**src/rtl/pwm_peripheral.sv**
```systemverilog
// ---------------------------------------------------------------------------
// pwm_peripheral
//
// Drives 16 user outputs as either static-high or PWM. A prescaler and an
// 8-bit period counter produce one duty cycle shared by all channels. The
// requested duty goes through a shadow register that is only reloaded at the
// period wrap, so a duty change never truncates or stretches a pulse.
//
// Parameters:
//   PRESCALE         clk cycles per PWM step (>= 1); period = 256*PRESCALE
//
// Ports:
//   clk              system clock
//   rst_n            asynchronous active-low reset
//   en_reg_out_7_0   output enable, channels 7..0
//   en_reg_out_15_8  output enable, channels 15..8
//   en_reg_pwm_7_0   mode select, channels 7..0 (1 = PWM, 0 = static high)
//   en_reg_pwm_15_8  mode select, channels 15..8
//   pwm_duty_cycle   requested duty (0x00 = always low, 0xFF = always high)
//   uo_out           registered outputs, channels 7..0
//   uio_out          registered outputs, channels 15..8
//   period_start     one-cycle pulse in the first cycle of every period
// ---------------------------------------------------------------------------
module pwm_peripheral #(
    parameter int PRESCALE = 13
) (
    input  logic       clk,
    input  logic       rst_n,
    input  logic [7:0] en_reg_out_7_0,
    input  logic [7:0] en_reg_out_15_8,
    input  logic [7:0] en_reg_pwm_7_0,
    input  logic [7:0] en_reg_pwm_15_8,
    input  logic [7:0] pwm_duty_cycle,
    output logic [7:0] uo_out,
    output logic [7:0] uio_out,
    output logic       period_start
);

    localparam int            PW        = (PRESCALE > 1) ? $clog2(PRESCALE) : 1;
    localparam logic [PW-1:0] PRESC_MAX = PW'(PRESCALE - 1);

    logic [PW-1:0] presc_cnt_q, presc_cnt_d;
    logic [7:0]    pwm_cnt_q,   pwm_cnt_d;
    logic [7:0]    duty_sh_q,   duty_sh_d;
    logic [15:0]   out_q,       out_d;
    logic          period_start_q;

    logic          tick;
    logic          wrap;
    logic          pwm_high;
    logic [15:0]   en_out;
    logic [15:0]   en_pwm;

    assign en_out = {en_reg_out_15_8, en_reg_out_7_0};
    assign en_pwm = {en_reg_pwm_15_8, en_reg_pwm_7_0};

    always_comb begin
        // NOTE: every signal gets a value on every path through this block,
        // otherwise synthesis infers a latch to hold the old value.
        tick        = (presc_cnt_q == PRESC_MAX);
        wrap        = tick && (pwm_cnt_q == 8'hFF);
        presc_cnt_d = tick ? '0 : presc_cnt_q + 1'b1;
        // 8-bit add wraps 255 -> 0 on its own; no saturation wanted.
        pwm_cnt_d   = tick ? pwm_cnt_q + 8'd1 : pwm_cnt_q;
        duty_sh_d   = wrap ? pwm_duty_cycle : duty_sh_q;
        // Compare against next-state counter and shadow so the registered
        // output rises in the same cycle as the registered period_start.
        // 0xFF is forced to 100% high; 255/256 is deliberately unreachable.
        pwm_high    = (duty_sh_d == 8'hFF) || (pwm_cnt_d < duty_sh_d);
        // Disable wins over mode; non-PWM enabled channels are static high.
        out_d       = en_out & (~en_pwm | {16{pwm_high}});
    end

    always_ff @(posedge clk or negedge rst_n) begin
        if (!rst_n) begin
            presc_cnt_q    <= '0;
            pwm_cnt_q      <= '0;
            duty_sh_q      <= '0;
            out_q          <= '0;
            period_start_q <= 1'b0;
        end else begin
            // NOTE: non-blocking assignments so every register samples the
            // pre-edge values, independent of statement order.
            presc_cnt_q    <= presc_cnt_d;
            pwm_cnt_q      <= pwm_cnt_d;
            duty_sh_q      <= duty_sh_d;
            out_q          <= out_d;
            period_start_q <= wrap;
        end
    end

    assign uo_out       = out_q[7:0];
    assign uio_out      = out_q[15:8];
    assign period_start = period_start_q;

endmodule

```
**config.mk**
```make
export PLATFORM = sky130hd
export DESIGN_NAME = pwm_peripheral
export DESIGN_NICKNAME = d
export VERILOG_FILES = /design/src/rtl/pwm_peripheral.sv
export SDC_FILE = /design/constraint.sdc
export NUM_CORES = 1
export LEC_CHECK = 0
export ABC_AREA = 1
export ABC_CLOCK_PERIOD_IN_PS = 3200
export CAP_MARGIN = 20
export CORE_AREA = 4 4 68 70
export DETAILED_ROUTE_END_ITERATION = 7
export DIE_AREA = 0 0 72 74
export PLACE_DENSITY_LB_ADDON = 0.15
export SLEW_MARGIN = 5
export SYNTH_ARGS = -nofsm -noshare
export SYNTH_HDL_FRONTEND = slang
export SYNTH_SLANG_ARGS = --single-unit
```
**constraint.sdc**
```tcl
create_clock -name clk -period 3.2 [get_ports clk]
set_input_delay 0.8 -clock clk [delete_from_list [all_inputs] [get_ports clk]]
set_output_delay 0.8 -clock clk [all_outputs]
set_load 0.05 [all_outputs]
```
==> flow_metrics.tcl, run 1 <==
set metrics [dict create \
    ant_nets 0 \
    crit_family "simple AND/OR/NAND/NOR gates" \
    setup_violations 0 \
    synth_top_family_by_area "simple AND/OR/NAND/NOR gates" \
    h-tree-depth 2 \
    syn_nets 246 \
    grt_max_degree 38 \
    rsz0062_at_grt "no" \
    worst-slew-pin-transition_ns 0.8006 \
    port-buffer-count 58 \
    synthAdderAreaFrac_pct 7.047 \
    gr-usage-all-layers_pct 14.29 \
    gp_congestion 0.7821 \
    ys_seq_area_share_pct 52.15 \
    postCtsSetupBuffers 0 \
    synth_xor_area_share_pct 4.440 \
    maxSlewViolCount 0 \
    maxCapViolations 0 \
    syn_to_final_growth_pct 40.10 \
    fin_crit_ns 2.689 \
    synthMuxAreaShare_pct 0 \
    clock_skew_ns 0.009136 \
    yosysTopAreaCellShare_pct 52.15 \
    period_share_pct 84.05 \
    diodes 0 \
    wirelength_mm 3.458 \
    synth_top_cell_by_area "dfrtp_1" \
    syn-instance-count 194 \
    dpl.hpwl_mm 2.697 \
    status "complete, no violations" \
    rows 23 \
    netlist_area_sq_um 1775 \
    drive_gt1_share_pct 8.203 \
    crit_path_cell_trace "inv_1 -> ha_1 -> nand3_4 -> nor2_4 -> nand2_2 -> clkinv_1 -> nand2_1 -> nand2_1 -> inv_1 -> ha_1 -> nand2_1 -> nor2_1 -> a211oi_1 -> nand2_2 -> nand3_1 -> nand2_1 -> inv_1" \
    postSynthAreaPerCell_sq_um 9.152 \
    first_pass_iters 3 \
    cts.root.buffer_cell "clkbuf_8" \
    synth_area_leaders "dfrtp_1 52%, nand2_1 11%, inv_1 7.8%, ha_1 7.0%, nand3_1 5.4%" \
    cts_sinks 37 \
    clock_latency_ns 0.29 \
    hold_buffers 0 \
    viasPerCell 4.461 \
    grt_pass1_vias 1388 \
    die_x_um 72 \
    crit_arrival_ns 2.92 \
    nets 308 \
    start_util_pct 44.71 \
    wl_per_cell_um 11.30 \
    clk_pin_slew_ns 0.07 \
    slowest_stage "dfrtp_1" \
    clockBufferDepth 2 \
    critical_path_class "register to register" \
    timing.slew.headroom_pct 46.63 \
    start_kind "register" \
    ctsResizeCount 0 \
    path_common_cell "nand2_1" \
    hold_slack_ns 0.4830 \
    synth-simple-area-share_pct 24.52 \
    irDropWorstVdd_mv 0.2115 \
    cts_made_buffers 5 \
    yosys_warnings 0 \
    ys_types 22 \
    hold_violations 0 \
    power.density_nw_per_um2 397.6 \
    crit_buf_inv 4 \
    drc_errors 0 \
    ys_ff_latch 37 \
    critPathMaxStageDelay_ns 0.40 \
    grt_pass1_wl_mm 5.802 \
    fillers 362 \
    p_leak_nw 1.274 \
    final_cell_mix "57 x clkdlybuf4s50_1, 54 x nand2_1, 37 x inv_1, 37 x dfrtp_1, 19 x nand3_1" \
    crit_fanout 16 \
    synth_compound_area_share_pct 1.903 \
    layout_commonest_cell "clkdlybuf4s50_1" \
    cp_data_required_time_ns 3.43 \
    core_area_sq_um 3971 \
    overflow 0 \
    drt_iter0_drc 61 \
    cp-end-kind "register" \
    setup_tns_ns 0 \
    antenna_found_initial 0 \
    cts_tree "done" \
    fmax_mhz 371.8 \
    seqCellArea_sq_um 925.9 \
    ios 59 \
    multi_input_area_sq_um 673.1 \
    num_vias 1365 \
    hp-class "register to register" \
    die_h_um 74 \
    die-area_sq_um 5328 \
]
[final cells by class]
class	count	area share [%]
clock inverters	2	1.408
multi-input cells	115	27.06
inverters	39	5.885
well taps	50	2.515
clock buffers	5	2.767
repair buffers	58	23.14
flip-flops and latches	37	37.22
[flip-flops by register name (all words and copies together), names as in the netlist]
register      cells
out_q            16
duty_sh_q         8
pwm_cnt_q         8
presc_cnt_q       4
period_start      1
[stage by stage]
stage | power, mW | utilization [%] | cells | worst slack [ns] | cell area, sq um
3_5_place_dp | 0.6171 | 60.02 | 299 | 0.3812 | 2384
5_1_grt | 1.030 | 62.63 | 306 | 0.1615 | 2487
3_3_place_gp | 0.6168 | 60.02 | 299 | 0.4576 | 2384
2_1_floorplan | 0.5353 | - | 194 | 0.7777 | 1775
6_report | 0.9890 | 62.63 | 306 | 0.5105 | 2487
4_1_cts | 1.001 | 62.63 | 306 | 0.4703 | 2487
[cells by family after synthesis]
logic type / count (synthesis)
AND/OR/NAND/NOR: 91
buffers and inverters: 42
flip-flops: 37
adder cells (fa/ha/maj): 10
XOR/XNOR: 9
AO/OA/AOI/OAI: 5
[final timing paths]
| check | start | to | slack (ns) | cells after the start |
|---|---|---|---|---|
| max reg2reg | presc_cnt_q[0]$_DFF_PN0_ | out_q[14]$_DFF_PN0_ | 0.51 | 17 |
| min reg2reg | duty_sh_q[5]$_DFF_PN0_ | duty_sh_q[5]$_DFF_PN0_ | 0.48 | 2 |
| min | duty_sh_q[5]$_DFF_PN0_ | duty_sh_q[5]$_DFF_PN0_ | 0.48 | 2 |
| max | presc_cnt_q[0]$_DFF_PN0_ | out_q[14]$_DFF_PN0_ | 0.51 | 17 |
| min in group asynchronous | rst_n | pwm_cnt_q[7]$_DFF_PN0_ | 0.60 | 1 |
| max in group asynchronous | rst_n | duty_sh_q[4]$_DFF_PN0_ | 2.09 | 1 |
[synth_stat cells, drive strengths merged]
cell type	n
nand2	57
inv	38
dfrtp	37
nand3	23
ha	10
nor2	8
xor2	5
xnor2	4
buf	3
a21oi	2
nor3	2
a211oi	1
clkinv	1
nand4	1
o21a	1
o21ai	1
[report_power, final]
group	leakage, nW	internal, mW	total [mW]	switching (mW)
registers	0.423	0.478	0.480	0.00278
clock network	0.0540	0.226	0.383	0.156
logic	0.797	0.0634	0.126	0.0624
[routing by layer]
layer,track usage (%),vias up,routed length [um]
li1,-,713,-
met1,16.34,610,1437
met2,24.08,36,1683
met3,5.811,6,286
met4,5.637,0,51
met5,0,-,0
[worst register-to-register path, cell delays in order, from the launching register on]
cell and delay, ns:
dfrtp_1 0.40, inv_1 0.08, ha_1 0.19, nand3_4 0.13, nor2_4 0.12, nand2_2 0.16, clkinv_1 0.16, nand2_1 0.06
nand2_1 0.13, inv_1 0.06, ha_1 0.28, nand2_1 0.09, nor2_1 0.05, a211oi_1 0.22, nand2_2 0.26, nand3_1 0.14
nand2_1 0.06, inv_1 0.05
No activity file was read; power rests on OpenSTA's default activity.
==> run 2: changes to the inputs <==
--- a/config.mk
+++ b/config.mk
@@ -6,11 +6,11 @@
 export NUM_CORES = 1
 export LEC_CHECK = 0
 export ABC_AREA = 1
-export ABC_CLOCK_PERIOD_IN_PS = 3200
+export ABC_CLOCK_PERIOD_IN_PS = 2300
 export CAP_MARGIN = 20
-export CORE_AREA = 4 4 68 70
+export CORE_AREA = 4 4 71 73
 export DETAILED_ROUTE_END_ITERATION = 7
-export DIE_AREA = 0 0 72 74
+export DIE_AREA = 0 0 75 77
 export PLACE_DENSITY_LB_ADDON = 0.15
 export SLEW_MARGIN = 5
 export SYNTH_ARGS = -nofsm -noshare
==> constraint.sdc (replaced) <==
create_clock -name clk -period 2.3 [get_ports clk]
set_input_delay 0.575 -clock clk [delete_from_list [all_inputs] [get_ports clk]]
set_output_delay 0.575 -clock clk [all_outputs]
set_load 0.05 [all_outputs]
==> flow_metrics.tcl, run 2 (synthesis gave the netlist of run 1 again) <==
set metrics [dict create \
    status "finished, violations left" \
    violations "negative setup slack" \
    final_cell_area_sq_um 2801 \
    ant_nets 0 \
    overflow 0 \
    die-area_sq_um 5775 \
    dp_cells 327 \
    wirelength_mm 4.083 \
    finalNonFillerCells 339 \
    gr-usage-all-layers_pct 16.03 \
    start_util_pct 40.78 \
    final_cell_mix "57 x clkdlybuf4s50_1, 52 x nand2_1, 37 x dfrtp_1, 34 x inv_1, 28 x buf_4" \
    crit_arrival_ns 2.60 \
    layout_commonest_cell "clkdlybuf4s50_1" \
    clock_latency_ns 0.29 \
    fmax_mhz 421.3 \
    wl_met3_um 326 \
    met2_length_mm 1.953 \
    hp-class "primary input to asynchronous set/reset pin" \
    irDropWorstVdd_mv 0.3741 \
    maxCapViolations 0 \
    cp-end-kind "register" \
    syn_to_final_growth_pct 57.79 \
    dpl.hpwl_mm 3.197 \
    setup_violations 16 \
    maxSlewViolCount 0 \
    fillers 366 \
    grt_pass1_wl_mm 6.920 \
    drive_gt1_share_pct 23.69 \
    first_pass_iters 4 \
    rows 24 \
    port-buffer-count 58 \
    p_leak_nw 1.437 \
    grt_pass1_vias 1462 \
    antenna_found_initial 0 \
    rsz0062_at_grt "yes" \
    route.top_layer_used "met4" \
    cp-startpoint "presc_cnt_q[0]$_DFF_PN0_" \
    placed_area_sq_um 2618 \
    power_mw 1.283 \
    regMostFlops "out_q" \
    clk_pin_slew_ns 0.07 \
    worst-slew-pin-transition_ns 0.5262 \
    clock_skew_ns 0.005822 \
    setup_tns_ns -0.8421 \
    drc_errors 0 \
    period_share_pct 103.2 \
    fin_crit_ns 2.374 \
    crit_fanout 8 \
    hold_violations 0 \
    reg2reg_from "presc_cnt_q[0]$_DFF_PN0_" \
    drt_iter0_drc 38 \
    cts_tree "done" \
    largest_registers "out_q x16, duty_sh_q x8, pwm_cnt_q x8" \
    cts_made_buffers 5 \
    wl_per_cell_um 12.04 \
    core_area_sq_um 4354 \
    die_x_um 75 \
    timing.slew.headroom_pct 64.81 \
    largest_reg_flops 16 \
    clockBufferDepth 2 \
    cts.root.buffer_cell "clkbuf_8" \
    num_vias 1483 \
    gp_congestion 0.7298 \
    start_kind "register" \
    viasPerCell 4.375 \
    hold_slack_ns 0.1477 \
    finalWorstSetupSlack_ns -0.07363 \
    diodes 0 \
    power.density_nw_per_um2 458.1 \
    die_h_um 77 \
    wl_met1_mm 1.729 \
    critical_path_class "register to register" \
    nets 338 \
    grt_max_degree 17 \
    cts_sinks 37 \
    cp_data_required_time_ns 2.53 \
    h-tree-depth 2 \
    ios 59 \
]
==> run 2: critical path: stages, from the launching register on <==
cell      delay, ns
dfrtp_1        0.39
inv_2          0.08
ha_4           0.13
nand3_4        0.10
buf_4          0.17
inv_2          0.07
nand2_1        0.08
xor2_1         0.13
inv_1          0.08
ha_1           0.29
nand2_2        0.10
nor2_2         0.05
a211oi_2       0.15
buf_4          0.21
nand2_8        0.08
nand3_1        0.08
nand2_1        0.06
inv_1          0.05
==> run 2: cell type report <==
type | count | area [sq um] | share of cell area [%]
clock buffer | 6 | 72.57 | 2.590
clock inverter | 2 | 10.01 | 0.3573
inverter | 39 | 147.6 | 5.270
multi-input combinational | 116 | 783.3 | 27.96
sequential | 37 | 925.9 | 33.05
tap | 52 | 65.06 | 2.322
timing repair buffer | 87 | 797.0 | 28.45
==> run 2: metal layers <==
metal	up-vias	global-route usage, %
met3	5	6.797
met2	37	24.83
met5	-	0
met4	0	6.940
li1	771	-
met1	670	19.07
==> run 2: path summary, 6_finish.rpt <==
check / endpoint / slack (ns) / cells past startpoint
max: out_q[5]$_DFF_PN0_ / -0.07 / 17
min: presc_cnt_q[3]$_DFF_PN0_ / 0.15 / 1
max reg2reg: out_q[5]$_DFF_PN0_ / -0.07 / 17
min reg2reg: duty_sh_q[5]$_DFF_PN0_ / 0.49 / 2
max in group asynchronous: pwm_cnt_q[0]$_DFF_PN0_ / 1.69 / 2
min in group clk: duty_sh_q[5]$_DFF_PN0_ / 0.49 / 2
==> run 2: stage by stage <==
step	setup slack (ns)	utilization [%]
CTS	-0.04818	63.79
global placement	-0.1734	60.11
floorplan	-0.007627	-
global route	-0.2620	64.34
detailed placement	-0.2499	60.11
finish	-0.07363	64.34
==> run 2: timing repair <==
| action | in CTS | in global routing |
|---|---|---|
| cloned | 1 | 0 |
| pin swaps | 2 | 2 |
| resized for setup | 17 | 1 |
| hold buffers | 0 | 0 |
| setup buffers | 1 | 2 |
| endpoints found under the hold margin | 0 | 0 |
| setup endpoints to repair | 16 | 16 |
==> run 2: power by group <==
part | internal (mW) | switching (mW)
sequential | 0.664 | 0.00365
clock | 0.210 | 0.226
combinational | 0.0905 | 0.0884
